$ cat config.mk
export PLATFORM = sky130hd
export DESIGN_NAME = hs_fifo_master
export DESIGN_NICKNAME = d
export VERILOG_FILES = /design/src/rtl/hs_pkg.sv /design/src/rtl/hs_fifo_ram.sv /design/src/rtl/hs_fifo_master.sv
export SDC_FILE = /design/constraint.sdc
export NUM_CORES = 1
export LEC_CHECK = 0
export ABC_AREA = 0
export CORE_MARGIN = 2
export CORE_UTILIZATION = 52
export CTS_BUF_LIST = sky130_fd_sc_hd__clkbuf_8
export CTS_CLUSTER_DIAMETER = 30
export CTS_CLUSTER_SIZE = 40
export DETAILED_ROUTE_END_ITERATION = 8
export PLACE_DENSITY = 0.77
export SYNTH_ARGS = -nofsm -noshare
export SYNTH_HDL_FRONTEND = slang
export SYNTH_SLANG_ARGS = --single-unit
$ cat constraint.sdc
create_clock -name clk -period 2.11 [get_ports clk]
set_input_delay 0.422 -clock clk [delete_from_list [all_inputs] [get_ports clk]]
set_output_delay 0.422 -clock clk [all_outputs]
set_load 0.005 [all_outputs]
$ cat src/rtl/hs_pkg.sv
// Shared constants and helpers for the handshake FIFO master.
// Holds the default sizing and the log2 helper used to derive pointer and count widths.
package hs_pkg;

   localparam int unsigned DEF_DATA_W = 32;
   localparam int unsigned DEF_DEPTH  = 4;

   // Ceiling log2, evaluated at elaboration time; DEPTH is a power of two so it is exact.
   function automatic int unsigned log2(input int unsigned v);
      int unsigned r;
      int unsigned p;
      r = 0;
      p = 1;
      while (p < v) begin
         p = p * 2;
         r = r + 1;
      end
      return r;
   endfunction

endpackage

$ cat src/rtl/hs_fifo_ram.sv
// DEPTH x DATA_W storage: one synchronous write port, one asynchronous read port.
// Asynchronous reset clears every entry so the read port shows zero out of reset.
module hs_fifo_ram
   import hs_pkg::*;
#(
   parameter int unsigned DATA_W = DEF_DATA_W,
   parameter int unsigned DEPTH  = DEF_DEPTH,
   localparam int unsigned PTR_W = log2(DEPTH)
) (
   input  logic              clk,
   input  logic              rst_n,
   input  logic              we,
   input  logic [PTR_W-1:0]  waddr,
   input  logic [DATA_W-1:0] wdata,
   input  logic [PTR_W-1:0]  raddr,
   output logic [DATA_W-1:0] rdata
);

   logic [DATA_W-1:0] mem [DEPTH];

   always_ff @(posedge clk or negedge rst_n) begin
      if (!rst_n) begin
         for (int unsigned i = 0; i < DEPTH; i++) begin
            mem[i] <= '0;
         end
      end else if (we) begin
         mem[waddr] <= wdata;
      end
   end

   assign rdata = mem[raddr];

endmodule

$ cat src/rtl/hs_fifo_master.sv
// Buffered valid/ready source: loads words on en, presents them FIFO-ordered on the output handshake.
// valid, full and level come from registered state only, so ready/en never reach them combinationally.
module hs_fifo_master
   import hs_pkg::*;
#(
   parameter int unsigned DATA_W = DEF_DATA_W,
   parameter int unsigned DEPTH  = DEF_DEPTH,
   localparam int unsigned PTR_W = log2(DEPTH),
   localparam int unsigned CNT_W = log2(DEPTH) + 1
) (
   input  logic              clk,
   input  logic              rst_n,
   input  logic              en,
   input  logic [DATA_W-1:0] data_in,
   output logic              full,
   output logic              valid,
   input  logic              ready,
   output logic [DATA_W-1:0] data_out,
   output logic [CNT_W-1:0]  level,
   output logic              overflow
);

   logic [PTR_W-1:0] wr_ptr;
   logic [PTR_W-1:0] rd_ptr;
   logic             accept;
   logic             pop;

   assign full   = (level == CNT_W'(DEPTH));
   assign valid  = (level != '0);
   // Full blocks loads even when a pop frees a slot in the same cycle.
   assign accept = en & ~full;
   assign pop    = valid & ready;

   always_ff @(posedge clk or negedge rst_n) begin
      if (!rst_n) begin
         wr_ptr   <= '0;
         rd_ptr   <= '0;
         level    <= '0;
         overflow <= 1'b0;
      end else begin
         if (accept) begin
            wr_ptr <= wr_ptr + PTR_W'(1);
         end
         if (pop) begin
            rd_ptr <= rd_ptr + PTR_W'(1);
         end
         if (accept && !pop) begin
            level <= level + CNT_W'(1);
         end else if (!accept && pop) begin
            level <= level - CNT_W'(1);
         end
         if (en && full) begin
            overflow <= 1'b1;
         end
      end
   end

   hs_fifo_ram #(
      .DATA_W (DATA_W),
      .DEPTH  (DEPTH)
   ) u_ram (
      .clk   (clk),
      .rst_n (rst_n),
      .we    (accept),
      .waddr (wr_ptr),
      .wdata (data_in),
      .raddr (rd_ptr),
      .rdata (data_out)
   );

endmodule

# After elaboration in Yosys (flattened, before gate mapping)

Index checks and enable logic that the tools add are counted.

Register bits: 136
Input port bits: 36
Output and inout port bits: 38
Word-level logic and storage cells: 37

$add $sub $neg: 4
Order comparisons: 3
Equality and inequality tests: 1
Multiplexer cells: 8
Bitwise logic cells: 5
Reduce and logical (&&, ||, !) cells: 8

Operators with widths:

| kind                  | count |
|---|---|
| $bwmux W128           | 1 |
| $mux W32              | 3 |
| $bmux W32 S2          | 1 |
| $demux W32 S2         | 1 |
| $ge A3 B3 Y1 const B  | 2 |
| $mux W3               | 2 |
| $not A2 Y3            | 2 |
| $add A2 B1 Y2 const B | 2 |
| $logic_and A1 B1 Y1   | 4 |
| $add A3 B1 Y3 const B | 1 |
| $eq A3 B3 Y1 const B  | 1 |
| $lt A3 B1 Y1 const B  | 1 |
| $reduce_bool A3 Y1    | 1 |
| $sub A3 B1 Y3 const B | 1 |
| $and A1 B1 Y1         | 2 |
| $logic_not A1 Y1      | 2 |
| $reduce_bool A2 Y1    | 1 |
| $not A1 Y1            | 1 |

# Depth between registers and ports, before layout

Depth after elaboration: 7
Gate-level depth with buffers: 8
Gate-level depth less buffers: 8

# Hierarchy

Synthesis repeated with hierarchy kept, for this count alone.

Cell total of the unflattened synthesis: 339
Area total of the unflattened synthesis: 5865.6 µm²

By module, submodules not included:

| module         | instances | cells an instance | area each (µm²) |
|---|---|---|---|
| hs_fifo_ram    | 1         | 311               | 5504.0 |
| hs_fifo_master | 1         | 28                | 361.6 |

# Least setup slack after synthesis

Ideal clock, no wire load.

Kind: reg2reg
From: register level[0]
To: register level[1]
Arrival: 2.007 ns
Slack: -0.022 ns
Cell stages (with the launch flop): 7
Path buffers: 0
Period minus slack after synthesis: 2.132 ns
Path through: dfrtp_1 nor3b_2 and2b_2 ha_1 inv_1 fa_1 mux2_2

Longest elaborated chain between the ends: 6
Elaborated cells between the ends (all ways): 14
Those cells by class: add/sub: 2; eq/ne: 1; mux: 2; bitwise: 3; reduce/logical: 6

Ends and longest elaborated chain:

| item                                | line                 | text |
|---|---|---|
| start: declaration                  | hs_fifo_master.sv:19 | `output logic [CNT_W-1:0] level,` |
| start signal: assignment            | hs_fifo_master.sv:48 | `level <= level + CNT_W'(1);` |
| start signal: assignment            | hs_fifo_master.sv:50 | `level <= level - CNT_W'(1);` |
| $eq A3 B3 Y1 *                      | hs_fifo_master.sv:28 | `assign full = (level == CNT_W'(DEPTH));` |
| via full                            | hs_fifo_master.sv:15 | `output logic full,` |
| $not A1 Y1 *                        | hs_fifo_master.sv:31 | `assign accept = en & ~full;` |
| $and A1 B1 Y1 *                     | hs_fifo_master.sv:31 |  |
| via accept                          | hs_fifo_master.sv:25 | `logic accept;` |
| $logic_not A1 Y1                    | hs_fifo_master.sv:49 | `end else if (!accept && pop) begin` |
| $logic_and A1 B1 Y1                 | hs_fifo_master.sv:49 |  |
| $reduce_bool A2 Y1 (no source line) | -                    |  |

Mark *: on every way through the listed nets, which the timed path passes. The rest lies on a longest branch. The select of a mux whose other input is x is not followed.
A chain may end at the register's enable or synchronous reset.

# Worst setup path after layout

From: register rd_ptr[0]
To: output data_out[26]

Longest elaborated chain between the ends: 4

Ends and longest elaborated chain:

| item                                        | line                 | text |
|---|---|---|
| start: declaration                          | hs_fifo_master.sv:24 | `logic [PTR_W-1:0] rd_ptr;` |
| start signal: assignment                    | hs_fifo_master.sv:45 | `rd_ptr <= rd_ptr + PTR_W'(1);` |
| $not A2 Y3 (implied by the code)            | hs_fifo_ram.sv:31    | `assign rdata = mem[raddr];` |
| $bmux W32 S2                                | hs_fifo_ram.sv:31    |  |
| $mux W32 (implied by the code) (2 in a row) | hs_fifo_ram.sv:31    |  |
| end: declaration                            | hs_fifo_master.sv:18 | `output logic [DATA_W-1:0] data_out,` |

No other way between the ends. The select of a mux whose other input is x is not followed.

==> flow_summary_export.csv <==
group,metric,value,unit
worst_setup_path,critical_path_arrival,1.79,ns
sta,finalSetupViolCount,24,
sta,period_share,105,%
synth,yosysMostFrequentCell,"dfrtp_1",
synth,synthAdderAreaFrac,1.37,%
worst_setup_path,slowest_stage,"mux4_2",
cells_and_area,final_core_util,65.9,%
worst_hold_path,hold_end,"overflow",
worst_hold_path,hold_depth,1,
synth,syn_area_per_cell,17.3,um^2
cells_and_area,diodes,0,
cells_and_area,final_cells,611,
cells_and_area,drive_gt1_share,58.3,%
synth,synth_xor_area_share,0.874,%
status,run_status,"complete, but fails checks",
route,first_pass_iters,4,
sta,finalClockSkew,0.00824,ns
placed_design,gp_routability_congestion,0.695,
worst_setup_path,worstSetupEndpointType,"output pin",
worst_setup_path,rrSetupSlack,0.04,ns
sta,period_needed,2.21,ns
clocking,numCtsBuffers,17,
worst_setup_path,crit_type,"register to output pin",
worst_setup_path,r2r_cells,7,
power_and_ir_drop,power_density,1660,nW/um^2
worst_setup_path,worst-path-buf-inv,3,
clocking,cts_root_buffer,"clkbuf_8",
synth,synth_cells,348,
sta,slew_headroom,68.1,%
worst_setup_path,setup.worst_path.start_class,"register",
synth,yosysSeqAreaShare,56.6,%
synth,ys.flop_type,"dfrtp_1",
synth,synth_top_area_share,56.6,%
clocking,clock_sinks,136,
grt,grt_pass1_wl,19.5,mm
route,routed_via_density,5.48,
grt,grt_max_degree,52,
route,routedWlPerCell,19.2,um
job,maxCapViolCount,0,
route,drc,0,
synth,synth.yosys.warnings,0,
worst_setup_path,required,1.69,ns
placed_design,dp_hpwl,7.59,mm
synth,synth-simple-area-share,1.19,%
grt,grt_pass1_vias,3754,
grt,antenna_found_initial,0,
die,die-area,12400,um^2
worst_hold_path,hold_class,"register to register",
synth,synth_nets,390,
sta,timing.fmax,0.453,GHz
die,die_h,112,um
route,ant_nets,0,
clocking,path_clk_slew,0.07,ns
cells_and_area,finalInstanceArea,7490,um^2
placed_design,post-place-ws,-0.0342,ns
placed_design,postPlaceCellArea,7020,um^2
placed_design,io_buffers,73,
power_and_ir_drop,report.power.total,12.4,mW
synth,synthMuxAreaShare,36.3,%
die,start_util,52.9,%
power_and_ir_drop,p_leak,3.16,nW
cells_and_area,area_delta_synth_final,24.5,%
grt,overflow,0,
grt,grt.total_usage,20.4,%
route,drt-initial-drc-count,117,
power_and_ir_drop,vdd_drop_max,0.000940,V
synth,synth_area,6010,um^2
worst_setup_path,cp_top_family,"multiplexers",
worst_setup_path,path_cells,"buf_12 -> buf_12 -> mux4_2 -> buf_2",
clocking,cts_tree,"yes",
cells_and_area,final_nets,497,
synth,synth-edff-count,0,
worst_setup_path,timing.rr.end,"level[1]",
synth,ys_types,18,
worst_setup_path,crit_path_max_fanout,8,
die,num_io_pins,74,
route,routed_wl,11.7,mm
die,die_w,112,um
synth,synth_top_family_by_area,"multiplexers",
synth,synth-compound-area-share,0.146,%
clocking,cts_max_level,4,
synth,ys_top_cells_by_area,"dfrtp_1 57%, mux2_2 24%, mux4_2 12%, clkbuf_8 2.7%, ha_1 1.0%",
die,core,11400,um^2
sta,report.final.slew_viol_count,0,
synth,synth_common_cells,"136 x dfrtp_1, 130 x mux2_2, 32 x mux4_2, 12 x clkbuf_8",
sta,fin_ws,-0.0998,ns
worst_setup_path,cpPeakStageDelay,0.52,ns
synth,synth-async-reset-ratio,100,%
synth,yosysTopAreaCell,"dfrtp_1",
worst_setup_path,r2r-start,"level[0]",
clocking,clockBufferDepth,2,
status,violations,"setup timing",
die,std_cell_rows,39,
worst_setup_path,crit_top_cell,"buf_12",
worst_hold_path,hold_path.startpoint,"overflow",
clocking,clkLatencyLatePin,0.43,ns
sta,tightest_slew,0.479,ns
route,vias,3350,
synth,synth_seq_cells,136,
sta,rsz0062_at_grt,"true",
sta,final-hold-violation-count,0,
placed_design,placed_cells,564,
-- through the flow --
| stage | hold WS [ns] | TNS, ns |
|---|---|---|
| 2_1_floorplan | 0.126 | 0 |
| 6_report | 0.484 | -1.44 |
| 3_3_place_gp | 0.397 | 0 |
| 3_5_place_dp | 0.398 | -0.0463 |
| 5_1_grt | 0.514 | -4.25 |
| 4_1_cts | 0.492 | -3.15 |
-- area by class of cell --
cell class                      instances  area [um^2]
Inverter                                3         11.3
Clock buffer                           19          262
Tap cell                              143          179
Fill cell                             829         3880
Multi-Input combinational cell        189         2440
Timing Repair Buffer                  108         1010
Sequential cell                       136         3410
Clock inverter                         13          178
-- worst reg2reg max path, stage by stage (launching register included) --
cell and delay, ns:
dfrtp_2 0.41, buf_4 0.15, nor3b_4 0.21, and2b_2 0.26, ha_2 0.19, inv_1 0.07
fa_1 0.41, mux2_2 0.26
-- power breakdown --
part / leakage (nW) / switching, mW / internal, mW / total (mW)
Combinational: 1.34 / 1.98 / 3.49 / 5.47
Sequential: 1.61 / 0.674 / 3.96 / 4.64
Clock: 0.215 / 0.969 / 1.34 / 2.31
Total: 3.16 / 3.62 / 8.80 / 12.4
-- registers in the layout (all words and copies together), names as in the netlist --
signal     flops
wr_ptr         2
level          3
overflow       1
u_ram.mem    128
rd_ptr         2
-- cell families after synthesis --
kind of cell	Yosys count
mux	162
compound gates	1
xor+xnor	6
fa+ha+maj	6
simple gates	14
flops	136
buf+inv	23
-- layer usage --
metal  vias up  share of wire [%]  track usage (%)
met1      1778                 43             26.0
met4         0               0.95             5.93
met2        60                 53             34.8
met5         -                  0                0
li1       1503                  -                -
met3         9                3.6             5.61
-- repair_timing --
action | in CTS | in global routing
cloned | 2 | 0
resized for setup | 137 | 4
setup endpoints to repair | 34 | 34
hold buffers | 1 | 0
hold endpoints to repair | 49 | 0
pin swaps | 1 | 1
setup buffers | 12 | 1
-- worst max path at each step --
stage	endpoint	from	slack [ns]	depth (start not counted)
2_1_floorplan	level[1]	level[0]	0.04	6
3_3_place_gp	level[2]	en	0.02	8
3_5_place_dp	level[2]	en	-0.03	8
4_1_cts	data_out[26]	rd_ptr[0]	-0.15	4
5_1_grt	data_out[26]	rd_ptr[0]	-0.18	4
6_report	data_out[26]	rd_ptr[0]	-0.1	4
-- cell usage in the layout, fill, tap and decap left out --
| cell type | Yosys | routed |
|---|---|---|
| a21o_2 | 1 | 1 |
| and2b_2 | 1 | 1 |
| buf_12 | 0 | 10 |
| buf_16 | 0 | 1 |
| buf_2 | 4 | 30 |
| buf_4 | 0 | 19 |
| buf_6 | 0 | 7 |
| bufinv_16 | 0 | 4 |
| clkbuf_8 | 12 | 19 |
| clkdlybuf4s50_1 | 0 | 38 |
| clkinv_2 | 0 | 3 |
| clkinv_4 | 0 | 1 |
| clkinvlp_4 | 0 | 4 |
| dfrtp_1 | 136 | 133 |
| dfrtp_2 | 0 | 3 |
| dlygate4sd2_1 | 0 | 2 |
| dlygate4sd3_1 | 0 | 1 |
| fa_1 | 1 | 1 |
| ha_1 | 5 | 4 |
| ha_2 | 0 | 1 |
| inv_1 | 3 | 4 |
| mux2_2 | 130 | 130 |
| mux4_2 | 32 | 32 |
| nand2_1 | 5 | 4 |
| nand2_2 | 0 | 1 |
| nand3_1 | 1 | 1 |
| nor2_1 | 5 | 1 |
| nor2_4 | 0 | 4 |
| nor3b_4 | 0 | 1 |
| or3_4 | 0 | 1 |
| xnor2_1 | 4 | 4 |
| xor2_1 | 2 | 2 |
No activity file was read; power rests on OpenSTA's default activity.
